File: src/rtl/pipe_ctrl_pkg.sv
// Shared definitions for the pipeline hazard/sequencing controller:
// stage bit map, FSM encoding and the per-cycle control payload.
package pipe_ctrl_pkg;

   localparam int unsigned VEC_W = 5;
   localparam int unsigned XLEN  = 64;

   localparam int unsigned STG_PC  = 0;
   localparam int unsigned STG_ID  = 1;
   localparam int unsigned STG_EX  = 2;
   localparam int unsigned STG_MEM = 3;
   localparam int unsigned STG_WB  = 4;

   localparam logic [XLEN-1:0] ZeroWord = '0;

   typedef logic [VEC_W-1:0] stage_vec_t;

   typedef enum logic [1:0] {
      CTRL_RUN        = 2'd0,
      CTRL_DIV_WAIT   = 2'd1,
      CTRL_REDIR_PEND = 2'd2
   } ctrl_state_e;

   typedef struct packed {
      stage_vec_t stall;
      stage_vec_t flush;
      logic       redirect;
   } ctrl_out_t;

   // One-hot bit for the pipeline register feeding stage stg.
   function automatic stage_vec_t stage_bit(input int unsigned stg);
      return stage_vec_t'(1) << stg;
   endfunction

   // Hold every register from the PC up to and including stage stg.
   function automatic stage_vec_t stages_upto(input int unsigned stg);
      return (stage_vec_t'(1) << (stg + 1)) - stage_vec_t'(1);
   endfunction

endpackage

File: src/rtl/pipe_ctrl_cnt.sv
// Free-running wrapping counter with increment enable.
module pipe_ctrl_cnt #(
   parameter int unsigned W = 32
) (
   input  logic         clk,
   input  logic         rst_n,
   input  logic         en,
   output logic [W-1:0] cnt
);

   always_ff @(posedge clk or negedge rst_n) begin
      if (!rst_n) begin
         cnt <= '0;
      end else if (en) begin
         cnt <= cnt + W'(1);
      end
   end

endmodule

File: src/rtl/pipe_ctrl.sv
// Five-stage hazard controller: prioritises hold requests into stall/flush
// vectors and a PC redirect, with divide watchdog and stall counters.
module pipe_ctrl
   import pipe_ctrl_pkg::*;
#(
   parameter int unsigned DIV_TIMEOUT = 80,
   parameter int unsigned CNT_W       = 32
) (
   input  logic             clk,
   input  logic             rst_n,
   input  logic             hold_id_i,
   input  logic             div_start_i,
   input  logic             div_done_i,
   input  logic             jump_flag_i,
   input  logic [XLEN-1:0]  jump_addr_i,
   input  logic             if_wait_i,
   input  logic             mem_wait_i,
   output logic [VEC_W-1:0] stall_o,
   output logic [VEC_W-1:0] flush_o,
   output logic             redirect_o,
   output logic [XLEN-1:0]  redirect_addr_o,
   output logic             div_err_o,
   output logic [CNT_W-1:0] stall_cnt_o,
   output logic [CNT_W-1:0] flush_cnt_o
);

   localparam int unsigned     WD_W    = $clog2(DIV_TIMEOUT + 1);
   localparam logic [WD_W-1:0] WD_LAST = WD_W'(DIV_TIMEOUT - 1);

   localparam stage_vec_t STALL_MEM = stages_upto(STG_MEM);
   localparam stage_vec_t FLUSH_MEM = stage_bit(STG_WB);
   localparam stage_vec_t STALL_DIV = stages_upto(STG_EX);
   localparam stage_vec_t FLUSH_DIV = stage_bit(STG_MEM);
   localparam stage_vec_t FLUSH_JMP = stage_bit(STG_ID) | stage_bit(STG_EX);
   localparam stage_vec_t STALL_LDU = stages_upto(STG_ID);
   localparam stage_vec_t FLUSH_LDU = stage_bit(STG_EX);
   localparam stage_vec_t STALL_IFW = stages_upto(STG_PC);
   localparam stage_vec_t FLUSH_IFW = stage_bit(STG_ID);

   ctrl_state_e     state_q, state_d;
   logic [XLEN-1:0] pend_q, pend_d;
   logic [WD_W-1:0] wd_q, wd_d;
   logic            err_q, err_d;
   ctrl_out_t       ctrl;
   logic            div_hold;
   logic            redir_req;

   always_ff @(posedge clk or negedge rst_n) begin
      if (!rst_n) begin
         state_q <= CTRL_RUN;
         pend_q  <= ZeroWord;
         wd_q    <= '0;
         err_q   <= 1'b0;
      end else begin
         state_q <= state_d;
         pend_q  <= pend_d;
         wd_q    <= wd_d;
         err_q   <= err_d;
      end
   end

   always_comb begin
      state_d = state_q;
      pend_d  = pend_q;
      wd_d    = wd_q;
      err_d   = err_q;
      ctrl    = '0;

      // The divider-done cycle is never stalled so its result can advance.
      div_hold  = ((state_q == CTRL_DIV_WAIT) || ((state_q == CTRL_RUN) && div_start_i))
                  && !div_done_i;
      redir_req = (state_q == CTRL_REDIR_PEND) || jump_flag_i;

      if (mem_wait_i) begin
         ctrl.stall = STALL_MEM;
         ctrl.flush = FLUSH_MEM;
      end else if (div_hold) begin
         ctrl.stall = STALL_DIV;
         ctrl.flush = FLUSH_DIV;
      end else if (redir_req) begin
         ctrl.redirect = 1'b1;
         ctrl.flush    = FLUSH_JMP;
      end else if (hold_id_i) begin
         ctrl.stall = STALL_LDU;
         ctrl.flush = FLUSH_LDU;
      end else if (if_wait_i) begin
         ctrl.stall = STALL_IFW;
         ctrl.flush = FLUSH_IFW;
      end

      case (state_q)
         CTRL_RUN: begin
            if (div_start_i && !div_done_i && !mem_wait_i) begin
               state_d = CTRL_DIV_WAIT;
               wd_d    = '0;
            end else if (jump_flag_i && mem_wait_i) begin
               state_d = CTRL_REDIR_PEND;
               pend_d  = jump_addr_i;
            end
         end
         CTRL_DIV_WAIT: begin
            if (div_done_i) begin
               state_d = CTRL_RUN;
            end else if (wd_q == WD_LAST) begin
               state_d = CTRL_RUN;
               err_d   = 1'b1;
            end else begin
               wd_d = wd_q + WD_W'(1);
            end
         end
         CTRL_REDIR_PEND: begin
            if (!mem_wait_i) begin
               state_d = CTRL_RUN;
               pend_d  = ZeroWord;
            end
         end
         default: state_d = CTRL_RUN;
      endcase
   end

   assign stall_o         = ctrl.stall;
   assign flush_o         = ctrl.flush;
   assign redirect_o      = ctrl.redirect;
   assign redirect_addr_o = (state_q == CTRL_REDIR_PEND) ? pend_q : jump_addr_i;
   assign div_err_o       = err_q;

   pipe_ctrl_cnt #(.W(CNT_W)) u_stall_cnt (
      .clk   (clk),
      .rst_n (rst_n),
      .en    (stall_o[STG_PC]),
      .cnt   (stall_cnt_o)
   );

   pipe_ctrl_cnt #(.W(CNT_W)) u_flush_cnt (
      .clk   (clk),
      .rst_n (rst_n),
      .en    (redirect_o),
      .cnt   (flush_cnt_o)
   );

endmodule

File: config.mk
export PLATFORM = sky130hd
export DESIGN_NAME = pipe_ctrl
export DESIGN_NICKNAME = d
export VERILOG_FILES = /design/src/rtl/pipe_ctrl_pkg.sv /design/src/rtl/pipe_ctrl_cnt.sv /design/src/rtl/pipe_ctrl.sv
export SDC_FILE = /design/constraint.sdc
export NUM_CORES = 1
export LEC_CHECK = 0
export BUFFER_PORTS_ARGS = -buffer_cell sky130_fd_sc_hd__buf_4
export CORE_MARGIN = 8
export CORE_UTILIZATION = 40
export DETAILED_ROUTE_END_ITERATION = 6
export GPL_ROUTABILITY_DRIVEN = 0
export PLACE_DENSITY = 0.65
export SLEW_MARGIN = 10
export SYNTH_ARGS = -nofsm -noshare
export SYNTH_HDL_FRONTEND = slang
export SYNTH_SLANG_ARGS = --single-unit
File: constraint.sdc
create_clock -name clk -period 3 [get_ports clk]
set_input_delay 0.6 -clock clk [delete_from_list [all_inputs] [get_ports clk]]
set_output_delay 0.6 -clock clk [all_outputs]
set_load 0.05 [all_outputs]
* Word-level counts from Yosys, hierarchy flattened
Cells that the tools add are included.
** Word-level totals
- Input bits :: 72
- Flip-flop bits (word level) :: 138
** Cells by class
- Mux-type cells :: 24
- Bitwise gates (word level) :: 1
- Reduce and logical (&&, ||, !) cells :: 16
- Add/sub/neg operators :: 3
- Equal/unequal tests :: 11
** Operator list (number)
- two-way mux 64 bit :: 4
- case mux 64 bit (2 select lines) :: 1
- adder 32 x 1 -> 32 bit (second input constant) :: 2
- two-way mux 10 bit :: 3
- two-way mux 7 bit :: 3
- case mux 7 bit (2 select lines) :: 1
- two-way mux 2 bit :: 5
- two-way mux 5 bit :: 2
- inequality test 2 bit (second input constant) :: 4
- AND reduction 4 bit :: 2
- adder 7 x 1 -> 7 bit (second input constant) :: 1
- == test 7 bit (second input constant) :: 1
- two-way mux 6 bit :: 1
- case mux 2 bit (3 select lines) :: 1
- AND reduction 3 bit :: 2
- logical AND 1 bit :: 5
- inequality test 2 x 1 -> 1 bit (second input constant) :: 2
- nonzero test 2 bit :: 2
- two-way mux 1 bit :: 3
- inequality test 3 x 1 -> 1 bit (second input constant) :: 1
- inequality test 3 x 2 -> 1 bit (second input constant) :: 1
- == test 2 x 1 -> 1 bit (second input constant) :: 1
- == test 2 bit (second input constant) :: 1
- zero test 1 bit :: 2
- 3 further kinds :: 4

* Depth between registers and ports, before layout
Gate-level depths: netlist of run 1.
- Depth after elaboration :: 6
- Mapped depth :: 6
- Mapped depth without buffers :: 6

* Cells and area by module
Synthesis of run 1 repeated with hierarchy kept, for this count alone.
** Second synthesis, totals
- Cell total of the unflattened synthesis :: 734
- Area total of the unflattened synthesis :: 6557.5 µm²
** By module, submodules not included
- pipe_ctrl :: area each 3659.8 µm², cells each 488, times used 1
- pipe_ctrl_cnt :: area each 1448.9 µm², cells each 123, times used 2

* Worst setup path after synthesis of run 1
No wires, ideal clock.
- Path kind :: input -> output
- Start :: input port div_start_i
- End :: output port flush_o[1]
- Cell stages on the path :: 4
- Data arrival time :: 2416 ps
- Path slack :: -16 ps
- Path through :: or2_2 > a21oi_2 > nand2_1 > nor2_1
** Between the ends
- Longest elaborated chain between the ends :: 5
** RTL lines
- start: declaration :: line pipe_ctrl.sv:12 : input logic div_start_i,
- logical AND 1 bit :: line pipe_ctrl.sv:70 : div_hold = ((state_q == CTRL_DIV_WAIT) || ((state_q == CTRL_RUN) && div_start_i))
- logical OR 1 bit :: line pipe_ctrl.sv:70
- logical AND 1 bit :: line pipe_ctrl.sv:71 : && !div_done_i;
- two-way mux 10 bit :: line pipe_ctrl.sv:77 : end else if (div_hold) begin
- two-way mux 10 bit :: line pipe_ctrl.sv:74 : if (mem_wait_i) begin
- end: declaration :: line pipe_ctrl.sv:19 : output logic [VEC_W-1:0] flush_o,
Every way passes these cells.

* Final worst setup path of run 1
- Start :: register state_q[0]
- End :: output port stall_o[0]
** Between the ends
- Longest elaborated chain between the ends :: 6
- Elaborated cells between the ends (all ways) :: 10
- Those cells by class :: eq/ne: 2; mux: 3; reduce/logical: 5
** RTL lines
- start: declaration :: line pipe_ctrl.sv:40 : ctrl_state_e state_q, state_d;
- start signal: assignment :: line pipe_ctrl.sv:55 : state_q <= state_d;
- zero test 2 bit :: line pipe_ctrl.sv:70
- logical AND 1 bit :: line pipe_ctrl.sv:70
- logical OR 1 bit :: line pipe_ctrl.sv:70
- logical AND 1 bit :: line pipe_ctrl.sv:71
- two-way mux 10 bit (*) :: line pipe_ctrl.sv:77
- two-way mux 10 bit (*) :: line pipe_ctrl.sv:74
- end: declaration :: line pipe_ctrl.sv:18 : output logic [VEC_W-1:0] stall_o,
Mark *: on every way between the ends. The rest lies on a longest branch, timed or not.

==> run_results.csv, run 1 <==
group,metric,value,unit
setup_path,crit_chain,"nand2b_2 > buf_4 > o211ai_2 > nand2_1 > buf_4",
die,die_w,143,um
run_status,status,"complete, no violations",
routing,drc,0,
layout,antennaDiodeCount,0,
power,power.density,771,nW/um^2
sta,drv_slew,0,
die,die-area,20600,sq um
placement,io_buffers,209,
synth,avgSynthCellArea,9.81,sq um
global_routing,grt_pass1_wl,30.4,mm
power,power,6.89,mW
sta,finalHoldViolations,0,
die,die_h,143,um
die,fp-row-count,46,
layout,drive_gt1_share,31.1,%
die,initial_core_util,40.9,%
synth,synth_ff_type,"dfrtp_1",
sta,tightestPinTransition,695,ps
routing,routedWlPerCell,17.2,um
global_routing,grt_pass1_vias,5844,
setup_path,crit_arrival,2090,ps
die,ios,212,
synth,syn_area,6490,sq um
clock_network,htreeDepth,4,
setup_path,cpPeakStageDelay,490,ps
synth,synth_edf_count,0,
routing,drtPass1Iterations,4,
sta,setup_ws,310,ps
sta,finalSetupViolCount,0,
global_routing,grt_start_max_net_pins,68,
sta,rsz0062_at_grt,"no",
setup_path,worst_r2r_startpoint,"state_q[0]",
clock_network,ctsRootBufferMaster,"clkbuf_16",
placement,dpl.cell_count,1061,
synth,yosysWarnings,0,
setup_path,crit_start,"state_q[0]",
layout,fin_cells,1093,
setup_path,crit_path_max_fanout,29,
synth,seq_area_frac_synth,53.2,%
power,p_leak,4.57,nW
routing,dr_total_vias,5609,
setup_path,cpLargestDelayFamily,"buffers and inverters",
sta,post-route-min-period,2690,ps
clock_network,postCtsResizedCells,0,
clock_network,cts_hold_buf,0,
sta,fmax,372,MHz
clock_network,clk_path_buf_depth,2,
setup_path,cp.required,2400,ps
setup_path,criticalPathCategory,"register to output port",
synth,ys_ff_latch,138,
clock_network,postCtsSetupRepairBufs,0,
clock_network,cts.clk_slew.worst_paths,60,ps
clock_network,clkLatencyLatePin,420,ps
routing,ant_nets,0,
synth,syn_inst,662,
setup_path,cp-start-kind,"register",
global_routing,grt_usage,18.7,%
sta,finalSetupTns,0,ps
layout,final_cell_mix,"buf_4 (216), nand2_1 (214), dfrtp_1 (138), a22o_1 (64), xnor2_1 (42)",
layout,utilization,56.2,%
setup_path,cp_slowest_cell,"dfrtp_1",
die,coreArea,15900,sq um
global_routing,gr-total-overflow,0,
power,max-vdd-ir-drop,0.400,mV
worst_hold_path,hold_path.class,"input port to async pin",
synth,synthArstFlopShare,100,%
synth,synth.distinct_cells,46,
sta,worst_clock_skew,6.63,ps
setup_path,crit_top_cell,"buf_4",
sta,min_period_over_period,89.7,%
clock_network,cts_tree,"built",
clock_network,cts.sinks,138,
layout,nets,939,
layout,syn2layout_area_growth,37.5,%
global_routing,antenna_found_initial,0,
clock_network,cts_buffers,17,
run,maxCapViolCount,0,
layout,layout_commonest_cell,"buf_4",
sta,max-slew-margin-rel,53.1,%
routing,drt_wl_total,18.8,mm
setup_path,crit_buf_inv,2,
routing,avgViaCountPerCell,5.13,
routing,drtIter0Drc,302,
setup_path,end_kind,"output port",
placement,pre_cts_ws,575,ps
placement,hpwl,13.5,mm
report_power, final:
part	switching (mW)	internal (mW)	leakage [nW]
clock	0.832	1.42	0.299
sequential	0.271	2.17	1.79
combinational	1.48	0.718	2.48
flip-flops by register name, summed over array words and instances (netlist names):
| signal | cells |
|---|---|
| wd_q | 7 |
| state_q | 2 |
| u_flush_cnt.cnt | 32 |
| u_stall_cnt.cnt | 32 |
| div_err_o | 1 |
| pend_q | 64 |
synth_stat cells (all sizes together), types with 5 or more instances:
cell / count / area share, %
and4: 7 / 0.98
buf: 14 / 1.3
nand3: 34 / 2.7
nand2: 214 / 12
xnor2: 42 / 5.7
nor4: 5 / 0.77
xor2: 20 / 2.7
o21ai: 7 / 0.54
clkbuf: 23 / 1.3
and3: 16 / 1.5
nor2: 12 / 0.69
nor3: 9 / 1.0
dfrtp: 138 / 53
inv: 11 / 0.64
a22o: 64 / 8.6
nand4: 13 / 1.5
worst reg2reg max path: cells and delay by family (launching register included):
kind,cells,cell delay [ps]
AO/OA/AOI/OAI,2,930
flip-flops,1,490
AND/OR/NAND/NOR,2,460
buffers and inverters,1,300
XOR/XNOR,1,170
cells by family after synthesis:
logic type               after synthesis  share of synthesized area (%)
adder cells (fa/ha/maj)                3                          0.578
other                                  1                         0.0577
AND/OR/NAND/NOR                      321                           22.7
flip-flops                           138                           53.2
buffers and inverters                 48                           3.27
XOR/XNOR                              62                           8.36
AO/OA/AOI/OAI                         87                           11.6
multiplexers                           2                          0.347
final cells by class:
| type | instances | area, sq um |
|---|---|---|
| fill | 1437 | 6950 |
| sequential | 138 | 3450 |
| multi-input combinational | 477 | 2860 |
| timing repair buffer | 219 | 1670 |
| clock buffer | 18 | 439 |
| tap | 216 | 270 |
| clock inverter | 14 | 195 |
| inverter | 11 | 41.3 |
per-stage QoR:
step / area (sq um) / hold slack, ps
6_report: 8930 / 109
5_1_grt: 8930 / 145
4_1_cts: 8930 / 122
3_5_place_dp: 8300 / 461
3_3_place_gp: 8300 / 459
2_1_floorplan: 6500 / 304
layer usage:
| metal | up-vias | GRT usage [%] | part of all wire (%) |
|---|---|---|---|
| met3 | 21 | 5.08 | 6.5 |
| met2 | 167 | 31.8 | 50 |
| met1 | 2766 | 22.2 | 41 |
| li1 | 2655 | - | - |
| met5 | - | 0 | 0 |
| met4 | 0 | 7.03 | 1.7 |
final timing paths:
| path | endpoint | slack [ps] | cells past startpoint |
|---|---|---|---|
| worst max register to register | u_stall_cnt.cnt[27] | 570 | 6 |
| max in group asynchronous | wd_q[6] | 2140 | 2 |
| min in group clk | pend_q[58] | 410 | 2 |
| worst max-delay path | stall_o[0] | 310 | 5 |
| worst min register to register | u_flush_cnt.cnt[31] | 460 | 1 |
| worst min-delay path | u_flush_cnt.cnt[19] | 110 | 1 |
(Power assumes the default switching activity.)
==> inputs of run 2 (changes only) <==
==> constraint.sdc (replaced) <==
create_clock -name clk -period 3 [get_ports clk]
set_input_delay 0.15 -clock clk [delete_from_list [all_inputs] [get_ports clk]]
set_output_delay 0.15 -clock clk [all_outputs]
set_load 0.05 [all_outputs]
==> run 2 against run 1 <==
  * Clock power about the same
  * Cell count up 5.8%
  * Die area is the same
  * Core utilization up 3.8 points
  * Wire length increased by 2.7%
  * Fmax grew 14%
  * Clock-buffer cell count up 2
  * Register-to-register slack better by 230 ps
  * Worst setup slack better by 330 ps
==> run_results.csv, run 2 (same netlist as run 1, synthesis figures left out) <==
group,metric,value,unit
routing,drc,0,
worst_hold_path,min_path_cells,2,
setup_path,ff2ff_setup_slack,800,ps
global_routing,grt_start_max_net_pins,77,
setup_path,crit_arrival,2210,ps
die,ios,212,
die,coreArea,15900,sq um
power,p_leak,4.83,nW
worst_hold_path,holdPathEnd,"state_q[1]",
setup_path,end_kind,"output port",
global_routing,grt_pass1_wl,31.3,mm
sta,setup_ws,645,ps
worst_hold_path,hold_path.class,"input port to register",
layout,syn2layout_area_growth,46.9,%
die,fp-row-count,46,
clock_network,cts.clk_slew.worst_paths,50,ps
setup_path,ff2ff_path_depth,6,
setup_path,criticalPathCategory,"register to output port",
clock_network,cts_tree,"built",
setup_path,cpPeakStageDelay,460,ps
global_routing,gr-total-overflow,0,
power,clockPowerShare,32.1,%
sta,finalSetupViolCount,0,
power,power_frac_seq,35.3,%
setup_path,crit_chain,"or2_2 > a21oi_2 > nand2_1 > nor2_1 > buf_4",
setup_path,cp-start-kind,"register",
sta,worst_clock_skew,8.02,ps
sta,tightestPinTransition,753,ps
routing,avgViaCountPerCell,5.11,
routing,ant_nets,0,
layout,final_cell_mix,"nand2_1 (214), buf_4 (214), dfrtp_1 (138), dlygate4sd3_1 (65), a22o_1 (64)",
routing,drtIter0Drc,351,
sta,max-slew-margin-rel,49.2,%
sta,finalHoldViolations,0,
clock_network,ctsRootBufferMaster,"clkbuf_16",
die,die-area,20600,sq um
power,combPwrFrac,32.6,%
power,p_sw,2.56,mW
worst_hold_path,hold_start,"mem_wait_i",
clock_network,clk_path_buf_depth,2,
die,die_w,143,um
power,power.density,726,nW/um^2
layout,top_regs,"pend_q: 64 flops, u_flush_cnt.cnt: 32 flops, u_stall_cnt.cnt: 32 flops",
sta,post-route-min-period,2360,ps
layout,nets,1001,
die,die_h,143,um
setup_path,cp_slowest_cell,"dfrtp_1",
power,intPower,4.37,mW
global_routing,antenna_found_initial,0,
clock_network,cts.sinks,138,
clock_network,clkLatencyLatePin,410,ps
placement,pre_cts_ws,805,ps
run,maxCapViolCount,0,
routing,routedWlPerCell,16.7,um
sta,fmax,425,MHz
setup_path,reg2reg_to,"u_flush_cnt.cnt[24]",
sta,min_period_over_period,78.5,%
global_routing,grt_util_met2,30.8,%
global_routing,met1_usage,23.1,%
power,max-vdd-ir-drop,0.419,mV
run_status,status,"complete, no violations",
setup_path,cp.required,2850,ps
setup_path,crit_path_max_fanout,9,
placement,hpwl,13.5,mm
power,power,6.93,mW
routing,dr_total_vias,5904,
sta,rsz0062_at_grt,"no",
power,swShare,37.0,%
die,initial_core_util,40.9,%
layout,fill_cells,1358,
clock_network,htreeDepth,4,
global_routing,grt-busiest-layer,"met2",
routing,drt_wl_total,19.3,mm
setup_path,worst_r2r_startpoint,"state_q[0]",
clock_network,cts_buffers,17,
sta,drv_slew,0,
layout,largest_reg_flops,64,
global_routing,grt_pass1_vias,6082,
global_routing,grt_usage,19.2,%
layout,top_register,"pend_q",
layout,drive_gt1_share,28.5,%
placement,io_buffers,209,
routing,drtPass1Iterations,4,
sta,finalSetupTns,0,ps
global_routing,grtUsageMet3,5.47,%
[run 2: what timing repair did]
item | 4_1_cts | 5_1_grt
hold buffers | 65 | 0
setup buffers | 0 | 0
setup endpoints to repair | 0 | 0
endpoints found under the hold margin | 126 | 0
resized for setup | 0 | 0
[run 2: how the worst max path moves through the flow]
stage,startpoint,endpoint,cells after the start
2_1_floorplan,state_q[0],flush_o[1],4
3_3_place_gp,state_q[0],u_flush_cnt.cnt[30],6
3_5_place_dp,state_q[0],u_flush_cnt.cnt[24],6
4_1_cts,state_q[0],flush_o[1],5
5_1_grt,state_q[0],flush_o[1],5
6_report,state_q[0],flush_o[1],5
[run 2: area by class of cell]
type,instances,area (sq um),area share [%]
multi-input combinational,477,2860,30.0
antenna,1,2.50,0.0262
tap,216,270,2.83
clock buffer,20,457,4.79
sequential,138,3450,36.2
inverter,11,41.3,0.433
timing repair buffer,281,2290,24.0
clock inverter,12,170,1.78
[run 2: power by group through the flow]
stage	sequential, mW	combinational [mW]	clock (mW)
2_1_floorplan	2.73	1.17	0
3_3_place_gp	2.45	2.17	0
3_5_place_dp	2.46	2.20	0
4_1_cts	2.44	2.28	2.27
5_1_grt	2.49	2.40	2.35
6_report	2.45	2.26	2.22
[run 2: worst max-delay path, delay by kind of cell, from the launching register on]
family	cells	cell delay, ps
AND/OR/NAND/NOR	3	730
flip-flops	1	460
AO/OA/AOI/OAI	1	380
buffers and inverters	1	230
[run 2: routing by layer]
layer	vias up	wire length, um	share of wire, %
met5	-	0	0
met4	0	683	3.5
met3	43	1340	6.9
met2	206	9310	48
met1	2873	8010	41
li1	2782	-	-
[run 2: per-stage QoR]
step                      util [%]  hold WS [ps]  std cells  cell area (sq um)
final                         60.1          50.3       1156               9540
after global routing          60.0          33.7       1155               9540
after CTS                     60.0          22.5       1155               9540
after detailed placement      52.0           179       1058               8260
after global placement        52.0           171       1058               8260
after floorplan                  -          -146        663               6500
